**src/rtl/acpram_axi_cmd_queue_if.sv**
```systemverilog
// rtl/acpram_axi_cmd_queue_if.sv - command/response link between the queue and the ACP-RAM<->AXI engine
`timescale 1ns/1ps
interface acpram_axi_interface #(
  parameter int ACPRAM_ADDR_WIDTH = 12,
  parameter int AXI_ADDR_WIDTH    = 32
);
  logic                         read;
  logic                         write;
  logic [ACPRAM_ADDR_WIDTH-1:0] acpram_addr;
  logic [AXI_ADDR_WIDTH-1:0]    axi_addr;
  logic                         len;
  logic                         done;
  logic                         error;
  logic                         busy;

  modport master (
    output read, write, acpram_addr, axi_addr, len,
    input  done, error, busy
  );

  modport slave (
    input  read, write, acpram_addr, axi_addr, len,
    output done, error, busy
  );
endinterface

```
**src/rtl/acpram_axi_cmd_queue.sv**
```systemverilog
// rtl/acpram_axi_cmd_queue.sv - two-port round-robin command queue issuing one transfer at a time
`timescale 1ns/1ps
module acpram_axi_cmd_queue #(
  parameter int ACPRAM_ADDR_WIDTH = 12,
  parameter int AXI_ADDR_WIDTH    = 32,
  parameter int TAG_WIDTH         = 4,
  parameter int DEPTH             = 4,
  parameter int TIMEOUT_CYCLES    = 1024
) (
  input  logic                         clock,
  input  logic                         resetn,
  input  logic                         req0_valid,
  output logic                         req0_ready,
  input  logic                         req0_write,
  input  logic [ACPRAM_ADDR_WIDTH-1:0] req0_acpram_addr,
  input  logic [AXI_ADDR_WIDTH-1:0]    req0_axi_addr,
  input  logic                         req0_len,
  input  logic [TAG_WIDTH-1:0]         req0_tag,
  input  logic                         req1_valid,
  output logic                         req1_ready,
  input  logic                         req1_write,
  input  logic [ACPRAM_ADDR_WIDTH-1:0] req1_acpram_addr,
  input  logic [AXI_ADDR_WIDTH-1:0]    req1_axi_addr,
  input  logic                         req1_len,
  input  logic [TAG_WIDTH-1:0]         req1_tag,
  output logic                         cpl0_valid,
  output logic                         cpl0_error,
  output logic [TAG_WIDTH-1:0]         cpl0_tag,
  output logic                         cpl1_valid,
  output logic                         cpl1_error,
  output logic [TAG_WIDTH-1:0]         cpl1_tag,
  acpram_axi_interface.master          acp,
  output logic [$clog2(DEPTH):0]       fifo_level
);
  localparam int PW = $clog2(DEPTH);
  localparam int TW = $clog2(TIMEOUT_CYCLES + 2);
  localparam logic [TW-1:0] T_LAST = TW'(TIMEOUT_CYCLES > 0 ? TIMEOUT_CYCLES - 1 : 0);
  localparam logic [PW:0]   FULL_LVL = (PW+1)'(DEPTH);

  typedef struct packed {
    logic                         port;
    logic                         write;
    logic [ACPRAM_ADDR_WIDTH-1:0] acpram_addr;
    logic [AXI_ADDR_WIDTH-1:0]    axi_addr;
    logic                         len;
    logic [TAG_WIDTH-1:0]         tag;
  } cmd_t;

  typedef enum logic [1:0] {IDLE, ISSUE, WAIT, CPL} state_t;

  state_t      state, state_nxt;
  cmd_t        mem [DEPTH];
  cmd_t        in_cmd, cur;
  logic [PW-1:0] wr_ptr, rd_ptr;
  logic [PW:0] count;
  logic        rr_last;
  logic        full, empty, grant0, grant1, push, pop;
  logic        err_q, timeout_hit;
  logic [TW-1:0] timer;

  assign full  = (count == FULL_LVL);
  assign empty = (count == '0);
  assign fifo_level = count;

  // On contention the port that did not win the last accept is granted.
  assign grant0 = req0_valid & (~req1_valid | rr_last);
  assign grant1 = req1_valid & (~req0_valid | ~rr_last);
  assign req0_ready = grant0 & ~full;
  assign req1_ready = grant1 & ~full;
  assign push = (req0_valid & req0_ready) | (req1_valid & req1_ready);
  assign pop  = (state == IDLE) & ~empty & ~acp.busy;
  assign timeout_hit = (TIMEOUT_CYCLES != 0) && (timer == T_LAST);

  always_comb begin
    in_cmd = '0;
    if (grant1) begin
      in_cmd = '{port: 1'b1, write: req1_write, acpram_addr: req1_acpram_addr,
                 axi_addr: req1_axi_addr, len: req1_len, tag: req1_tag};
    end else begin
      in_cmd = '{port: 1'b0, write: req0_write, acpram_addr: req0_acpram_addr,
                 axi_addr: req0_axi_addr, len: req0_len, tag: req0_tag};
    end
  end

  always_ff @(posedge clock) begin
    if (push) mem[wr_ptr] <= in_cmd;
  end

  always_ff @(posedge clock or negedge resetn) begin
    if (!resetn) begin
      wr_ptr  <= '0;
      rd_ptr  <= '0;
      count   <= '0;
      rr_last <= 1'b1;
    end else begin
      if (push) begin
        wr_ptr  <= wr_ptr + 1'b1;
        rr_last <= grant1;
      end
      if (pop) rd_ptr <= rd_ptr + 1'b1;
      count <= count + {{PW{1'b0}}, push} - {{PW{1'b0}}, pop};
    end
  end

  // Issue register holds the active command from pop until completion.
  always_ff @(posedge clock or negedge resetn) begin
    if (!resetn) begin
      cur   <= '0;
      err_q <= 1'b0;
      timer <= '0;
    end else begin
      if (pop) cur <= mem[rd_ptr];
      if (state == ISSUE) timer <= '0;
      else if (state == WAIT) timer <= timer + 1'b1;
      if (state == WAIT) begin
        if (acp.done) err_q <= acp.error;
        else if (timeout_hit) err_q <= 1'b1;
      end
    end
  end

  always_ff @(posedge clock or negedge resetn) begin
    if (!resetn) state <= IDLE;
    else         state <= state_nxt;
  end

  always_comb begin
    state_nxt = state;
    case (state)
      IDLE:    if (pop) state_nxt = ISSUE;
      ISSUE:   state_nxt = WAIT;
      WAIT:    if (acp.done || timeout_hit) state_nxt = CPL;
      CPL:     state_nxt = IDLE;
      default: state_nxt = IDLE;
    endcase
  end

  always_comb begin
    acp.read        = (state == ISSUE) & ~cur.write;
    acp.write       = (state == ISSUE) &  cur.write;
    acp.acpram_addr = cur.acpram_addr;
    acp.axi_addr    = cur.axi_addr;
    acp.len         = cur.len;
    cpl0_valid      = (state == CPL) & ~cur.port;
    cpl1_valid      = (state == CPL) &  cur.port;
    cpl0_error      = cpl0_valid & err_q;
    cpl1_error      = cpl1_valid & err_q;
    cpl0_tag        = cpl0_valid ? cur.tag : '0;
    cpl1_tag        = cpl1_valid ? cur.tag : '0;
  end
endmodule
```
**src/flat_wrapper.sv**
```systemverilog
// flat-port wrapper written by rule: the top's interface ports become plain ports
module acpram_axi_cmd_queue_flat 
#(
  parameter int ACPRAM_ADDR_WIDTH = 12,
  parameter int AXI_ADDR_WIDTH    = 32,
  parameter int TAG_WIDTH         = 4,
  parameter int DEPTH             = 4,
  parameter int TIMEOUT_CYCLES    = 1024
)
  (clock, resetn, req0_valid, req0_ready, req0_write, req0_acpram_addr, req0_axi_addr, req0_len, req0_tag, req1_valid, req1_ready, req1_write, req1_acpram_addr, req1_axi_addr, req1_len, req1_tag, cpl0_valid, cpl0_error, cpl0_tag, cpl1_valid, cpl1_error, cpl1_tag, fifo_level, acp_read, acp_write, acp_acpram_addr, acp_axi_addr, acp_len, acp_done, acp_error, acp_busy);
  acpram_axi_interface #(.ACPRAM_ADDR_WIDTH(ACPRAM_ADDR_WIDTH), .AXI_ADDR_WIDTH(AXI_ADDR_WIDTH)) acp_i ();
  input  logic clock;
  input  logic resetn;
  input  logic req0_valid;
  output logic req0_ready;
  input  logic req0_write;
  input  logic [ACPRAM_ADDR_WIDTH-1:0] req0_acpram_addr;
  input  logic [AXI_ADDR_WIDTH-1:0] req0_axi_addr;
  input  logic req0_len;
  input  logic [TAG_WIDTH-1:0] req0_tag;
  input  logic req1_valid;
  output logic req1_ready;
  input  logic req1_write;
  input  logic [ACPRAM_ADDR_WIDTH-1:0] req1_acpram_addr;
  input  logic [AXI_ADDR_WIDTH-1:0] req1_axi_addr;
  input  logic req1_len;
  input  logic [TAG_WIDTH-1:0] req1_tag;
  output logic cpl0_valid;
  output logic cpl0_error;
  output logic [TAG_WIDTH-1:0] cpl0_tag;
  output logic cpl1_valid;
  output logic cpl1_error;
  output logic [TAG_WIDTH-1:0] cpl1_tag;
  output logic [$clog2(DEPTH):0] fifo_level;
  output wire logic [$bits(acp_i.read)-1:0] acp_read;
  output wire logic [$bits(acp_i.write)-1:0] acp_write;
  output wire logic [$bits(acp_i.acpram_addr)-1:0] acp_acpram_addr;
  output wire logic [$bits(acp_i.axi_addr)-1:0] acp_axi_addr;
  output wire logic [$bits(acp_i.len)-1:0] acp_len;
  input wire logic [$bits(acp_i.done)-1:0] acp_done;
  input wire logic [$bits(acp_i.error)-1:0] acp_error;
  input wire logic [$bits(acp_i.busy)-1:0] acp_busy;
  assign acp_read = acp_i.read;
  assign acp_write = acp_i.write;
  assign acp_acpram_addr = acp_i.acpram_addr;
  assign acp_axi_addr = acp_i.axi_addr;
  assign acp_len = acp_i.len;
  assign acp_i.done = acp_done;
  assign acp_i.error = acp_error;
  assign acp_i.busy = acp_busy;
  acpram_axi_cmd_queue #(.ACPRAM_ADDR_WIDTH(ACPRAM_ADDR_WIDTH), .AXI_ADDR_WIDTH(AXI_ADDR_WIDTH), .TAG_WIDTH(TAG_WIDTH), .DEPTH(DEPTH), .TIMEOUT_CYCLES(TIMEOUT_CYCLES)) u_core (.clock(clock), .resetn(resetn), .req0_valid(req0_valid), .req0_ready(req0_ready), .req0_write(req0_write), .req0_acpram_addr(req0_acpram_addr), .req0_axi_addr(req0_axi_addr), .req0_len(req0_len), .req0_tag(req0_tag), .req1_valid(req1_valid), .req1_ready(req1_ready), .req1_write(req1_write), .req1_acpram_addr(req1_acpram_addr), .req1_axi_addr(req1_axi_addr), .req1_len(req1_len), .req1_tag(req1_tag), .cpl0_valid(cpl0_valid), .cpl0_error(cpl0_error), .cpl0_tag(cpl0_tag), .cpl1_valid(cpl1_valid), .cpl1_error(cpl1_error), .cpl1_tag(cpl1_tag), .acp(acp_i), .fifo_level(fifo_level));
endmodule
```
**config.mk**
```make
export PLATFORM = sky130hd
export DESIGN_NAME = acpram_axi_cmd_queue_flat
export DESIGN_NICKNAME = d
export VERILOG_FILES = /design/src/rtl/acpram_axi_cmd_queue_if.sv /design/src/rtl/acpram_axi_cmd_queue.sv /design/src/flat_wrapper.sv
export SDC_FILE = /design/constraint.sdc
export NUM_CORES = 1
export LEC_CHECK = 0
export CAP_MARGIN = 30
export CELL_PAD_IN_SITES_DETAIL_PLACEMENT = 0
export CELL_PAD_IN_SITES_GLOBAL_PLACEMENT = 1
export CORE_AREA = 3 3 150 181
export DETAILED_ROUTE_END_ITERATION = 8
export DIE_AREA = 0 0 153 184
export PLACE_DENSITY_LB_ADDON = 0.1
export SLEW_MARGIN = 0
export SYNTH_ARGS = -nofsm -noshare
export SYNTH_HDL_FRONTEND = slang
export SYNTH_SLANG_ARGS = --single-unit
```
**constraint.sdc**
```tcl
create_clock -name clock -period 2.9 [get_ports clock]
set_input_delay 0.435 -clock clock [delete_from_list [all_inputs] [get_ports clock]]
set_output_delay 0.435 -clock clock [all_outputs]
set_load 0.005 [all_outputs]
```
# After elaboration in Yosys (flattened, before gate mapping)
# Memory sizes are Yosys's and may differ from the RTL's. A register that Yosys moved wholly into a read port is not among the register bits.
# Cells that the tools add are included.
# Widths: inputs -> output; s select.
dict set report totals {
  regBits 22
  ramBits 204
  in_bits 107
  wordCells 65
  mem_count 1
}
dict set report classes {
  n_addsub 5
  n_eq_ne 7
  muxes 12
  bitwise_logic 25
  n_reduce_logical 8
}
# memory depth width read_ports rd_clocked_by_memory_dff write_ports line
set mem_list {}
lappend mem_list {u_core.mem 4 51 1 1 1 acpram_axi_cmd_queue.sv:52} ;# cmd_t mem [DEPTH];
# op count
set op_table {}
lappend op_table {{$mux 51} 1}
lappend op_table {{$mux 11} 2}
lappend op_table {{$and 1x1->1} 14}
lappend op_table {{$add 11x1->11 const B} 1}
lappend op_table {{$eq 11x10->1 const B} 1}
lappend op_table {{$mux 4} 2}
lappend op_table {{$not 1->1} 8}
lappend op_table {{$pmux 2 s4} 1}
lappend op_table {{$add 2x1->2 const B} 2}
lappend op_table {{$eq 2x2->1 const B} 2}
lappend op_table {{$mux 1} 4}
lappend op_table {{$mux 2} 2}
lappend op_table {{$reduce_and 2->1} 2}
lappend op_table {{$reduce_bool 2->1} 2}
lappend op_table {{$add 3x1->3} 1}
lappend op_table {{$eq 3x3->1 const B} 1}
lappend op_table {{$logic_not 3->1} 1}
lappend op_table {{$or 1x1->1} 3}
lappend op_table {{$sub 3x1->3} 1}
lappend op_table {{$eq 2x1->1 const B} 1}
lappend op_table {{$logic_not 2->1} 1}
lappend op_table {{$ne 2x1->1 const B} 1}
lappend op_table {{$ne 2x2->1 const B} 1}
lappend op_table {{$logic_not 1->1} 1}
lappend op_table {{$logic_or 1x1->1} 1}

# Longest topological paths before layout
dict set report depth {
  depth_word 8
  depth_mapped 12
}

# Worst setup path before layout
# No wires, ideal clock.
dict set report synth_timing {
  path_kind {register -> register}
  startpoint {register u_core.count[1] (netlist: u_core.fifo_level[1])}
  endpoint {memory u_core.mem[0][0] (netlist name) (enable)}
  arrival_ps 2089
  t_required_ps 2486
  path_slack_ps 397
  stages_incl_launch_ff 5
  path_buffers 0
  synth_period_minus_slack_ps 2503
  path_cell_list {dfrtp_1 -> nor2_1 -> nand2_1 -> o21a_1 -> and2_1}
}
dict set report synth_via {
  elab_chain_len 7
  word_cells_on_any_way 9
  cone_classes {eq/ne (1); mux (2); bitwise (6)}
}
# item line
set synth_rtl {}
lappend synth_rtl {{from (decl)} acpram_axi_cmd_queue.sv:55} ;# logic [PW:0] count;
lappend synth_rtl {{from (signal assigned)} acpram_axi_cmd_queue.sv:101} ;# count <= count + {{PW{1'b0}}, push} - {{PW{1'b0}}, pop};
lappend synth_rtl {{$eq 3x3->1 *} acpram_axi_cmd_queue.sv:61} ;# assign full = (count == FULL_LVL);
lappend synth_rtl {{$not 1->1 *} {acpram_axi_cmd_queue.sv:68, acpram_axi_cmd_queue.sv:69}}
lappend synth_rtl {{$and 1x1->1 (on tied branches)} {acpram_axi_cmd_queue.sv:68, acpram_axi_cmd_queue.sv:69}}
lappend synth_rtl {{$and 1x1->1} acpram_axi_cmd_queue.sv:70} ;# assign push = (req0_valid & req0_ready) | (req1_valid & req1_ready);
lappend synth_rtl {{$or 1x1->1 *} acpram_axi_cmd_queue.sv:70}
lappend synth_rtl {{net u_core.push} acpram_axi_cmd_queue.sv:57} ;# logic full, empty, grant0, grant1, push, pop;
lappend synth_rtl {{$mux 1 *} acpram_axi_cmd_queue.sv:86} ;# if (push) mem[wr_ptr] <= in_cmd;
lappend synth_rtl {{$mux 1 (implied by the code) *} acpram_axi_cmd_queue.sv:86}
lappend synth_rtl {{to (decl)} acpram_axi_cmd_queue.sv:52}
# The timed path passes the listed nets; every way through them passes the cells marked *.

# Final worst setup path
dict set report layout_timing {
  startpoint {register u_core.state[0]}
  endpoint {output port cpl0_tag[2]}
}
dict set report layout_via {
  elab_chain_len 3
}
# item line
set layout_rtl {}
lappend layout_rtl {{from (decl)} acpram_axi_cmd_queue.sv:51} ;# state_t state, state_nxt;
lappend layout_rtl {{from (signal assigned)} acpram_axi_cmd_queue.sv:124} ;# else state <= state_nxt;
lappend layout_rtl {{$eq 2x2->1} acpram_axi_cmd_queue.sv:144} ;# cpl0_valid = (state == CPL) & ~cur.port;
lappend layout_rtl {{$and 1x1->1} acpram_axi_cmd_queue.sv:144}
lappend layout_rtl {{$mux 4} acpram_axi_cmd_queue.sv:148} ;# cpl0_tag = cpl0_valid ? cur.tag : '0;
lappend layout_rtl {{to (decl)} flat_wrapper.sv:30} ;# output logic [TAG_WIDTH-1:0] cpl0_tag;
# No other way between the ends.

==> results.yml <==
synth:
  ys_top_cells_by_area: "edfxtp_1 (53%), dfrtp_1 (16%), mux2_2 (10%), mux4_2 (10%), buf_4 (2.9%)"
  netlist_area_sq_um: 11500
  synthCells: 610
  synth_largest_area_cell: "edfxtp_1"
  synthArstFlopShare_pct: 26.4
  synth_edf_count: 204
  synthMuxAreaShare_pct: 20.2
  yosys_warnings: 0
  avgSynthCellArea_sq_um: 18.8
  synth_top_family_by_area: "multiplexers"
  yosysTopAreaCellShare_pct: 53.4
  yosysSeqAreaShare_pct: 69.3
  ys.flop_type: "edfxtp_1"
  synth-seq-cells: 277
  synth_xor_area_share_pct: 0.763
  synth_simple_gate_area_share_pct: 2.67
  synth_compound_area_share_pct: 0.981
  synthAdderAreaFrac_pct: 1.48
  postSynthNetCount: 730
  synth.distinct_cells: 39
power:
  ir_drop_mv: 0.433
  leakage_nw: 5.04
  total_power_w: 0.0144
  cellPowerDensity_nw_per_um2: 1010
clock_network:
  clk_latency_ns: 0.52
  cts_tree: "yes"
  cts_setup_buffers: 0
  cts.clk_slew.worst_paths_ns: 0.06
  cts.sinks: 277
  ctsRootBufferMaster: "clkbuf_16"
  numCtsBuffers: 27
  cts_max_path_buffers: 3
  cts-htree-levels: 1
global_route:
  grt_max_degree: 54
  grt_pass1_vias: 6074
  antenna_found_initial: 1
  grt_usage_pct: 15.6
  grt_pass1_wl_um: 34500
  grt_overflow: 0
floorplanning:
  chipWidth_um: 153
  rows: 64
  fp.dieH_um: 184
  start_util_pct: 44.9
  die-area_sq_um: 28200
  fp.coreArea_sq_um: 25500
  ioPinCount: 171
timing:
  finalSetupViolCount: 0
  finalCritPeriodShare_pct: 90.9
  tightest_slew_ns: 0.838
  period_needed_ns: 2.64
  slew_violations: 0
  max_freq_mhz: 379
  rsz0062_at_grt: "false"
  setup_tns_ns: 0
  relSlewSlack_pct: 44.1
  hold_viol_final: 0
  fin_skew_ns: 0.0101
routing:
  dr.pass1.iters: 4
  drt_iter0_markers: 318
  post_drt_via_cell_ratio: 5.18
  ant_nets: 0
  vias: 5745
  wl_per_cell_um: 19.8
  drt-total-wl_um: 22000
  drc: 0
final_layout:
  diodes: 0
  drive_gt1_share_pct: 28.8
  finish.utilization_pct: 55.7
  nNetsFinal: 879
  final_cell_mix: "edfxtp_1 (204), clkdlybuf4s50_1 (169), mux2_2 (102), dfrtp_1 (70), mux4_2 (51)"
  layout_commonest_cell: "edfxtp_1"
  area.growth.synth_to_final_pct: 24.0
  n_fill_cell: 2011
place:
  gp_congestion: 0.722
  hpwl_um: 14000
  portBuffers: 170
min_path:
  hold_path_class: "in2async"
worst_setup_path:
  worst_ep_arrival_time_ns: 2.20
  cp_cell_sequence: "ha_1 -> nor2b_1 -> and2_1 -> clkdlybuf4s50_1"
  cp_slowest_cell: "clkdlybuf4s50_1"
  critPathKind: "reg2out"
  critPathRequiredTime_ns: 2.47
  crit_path_start_kind: "flop"
  path_max_fanout: 7
  slowest_delay_ns: 0.49
  critical-path-top-delay-family: "simple AND/OR/NAND/NOR gates"
  worstRegToRegCells: 10
  worst-path-buf-inv: 1
  crit_cells: 4
  cp-end-kind: "output pin"
status:
  status: "complete, no violations"
job:
  cap_violations: 0
## routing by layer
| metal | vias to the layer above | global-route usage, % | part of all wire [%] | routed length [um] |
|---|---|---|---|---|
| met3 | 29 | 2.97 | 4.7 | 1040 |
| met1 | 2974 | 20.7 | 41 | 9060 |
| met5 | - | 0 | 0.059 | 13 |
| li1 | 2601 | - | - | - |
| met4 | 2 | 3.10 | 1.4 | 316 |
| met2 | 139 | 27.4 | 53 | 11500 |
## final timing paths
path                                               from                       to  slack [ns]
worst max-delay path                    u_core.state[0]              cpl0_tag[2]        0.26
min in group clock              u_core.acp.axi_addr[12]  u_core.acp.axi_addr[12]        0.51
worst min register to register  u_core.acp.axi_addr[12]  u_core.acp.axi_addr[12]        0.51
worst min-delay path                             resetn   u_core.acp.axi_addr[5]        0.51
worst max register to register          u_core.state[0]     u_core.fifo_level[2]        0.71
max in group asynchronous                        resetn         u_core.wr_ptr[0]        1.66
## timing repair
item,CTS,global route
gates resized for setup,0,0
endpoints found under the hold margin,12,0
setup endpoints to repair,0,0
hold buffers,1,0
## cells by family (layout without fill, tap and decap cells)
family,Yosys count,count (layout)
AO/OA/AOI/OAI,19,19
XOR/XNOR,10,10
adder cells (fa/ha/maj),13,13
buffers and inverters,81,251
flip-flops,277,277
multiplexers,155,155
AND/OR/NAND/NOR,55,55
## synthesized netlist by cell type (all sizes together) (3+ instances only)
cell and instances:
clkbuf 6, dfrtp 72, ha 12, xor2 5, nor3 3, buf 63
nand2b 3, and3 6, edfxtp 204, nand2 7, inv 12, a21oi 4
nand3 4, nor2 8, and2 13, mux4 51, xnor2 5, mux2 102
o21ai 8
## sequential cells by signal, summed over array words and instances, names as in the netlist
| signal | count |
|---|---|
| u_core.acp.len | 1 |
| u_core.mem | 204 |
| u_core.err_q | 1 |
| u_core.acp.acpram_addr | 12 |
| u_core.acp.axi_addr | 32 |
| u_core.state | 2 |
| u_core.wr_ptr | 2 |
| u_core.rd_ptr | 2 |
| u_core.rr_last | 1 |
| u_core.cur | 6 |
| u_core.fifo_level | 3 |
| u_core.timer | 11 |
## area by class of cell
cell class | count | area [sq um] | share of cell area [%]
Multi-Input combinational cell | 252 | 3010 | 21.2
Inverter | 12 | 45.0 | 0.317
Clock buffer | 35 | 746 | 5.24
Clock inverter | 15 | 134 | 0.941
Sequential cell | 277 | 7960 | 55.9
Timing Repair Buffer | 189 | 1920 | 13.5
Tap cell | 330 | 413 | 2.90
## power breakdown
group          total, W  internal (W)  switching [W]
combinational   0.00464       0.00259        0.00205
sequential      0.00639       0.00583       0.000554
clock           0.00340       0.00199        0.00141
total            0.0144        0.0104        0.00402
## metrics by stage
| stage | setup slack (ns) | cells | instance area (sq um) | hold slack (ns) |
|---|---|---|---|---|
| floorplan | 0.397 | 610 | 11500 | 0.139 |
| global placement | 0.476 | 1059 | 13300 | 0.491 |
| detailed placement | 0.463 | 1059 | 13300 | 0.495 |
| CTS | 0.219 | 1110 | 14200 | 0.509 |
| global route | 0.0712 | 1110 | 14200 | 0.522 |
| finish | 0.264 | 1110 | 14200 | 0.506 |
Power figures use the tool's default switching activity.
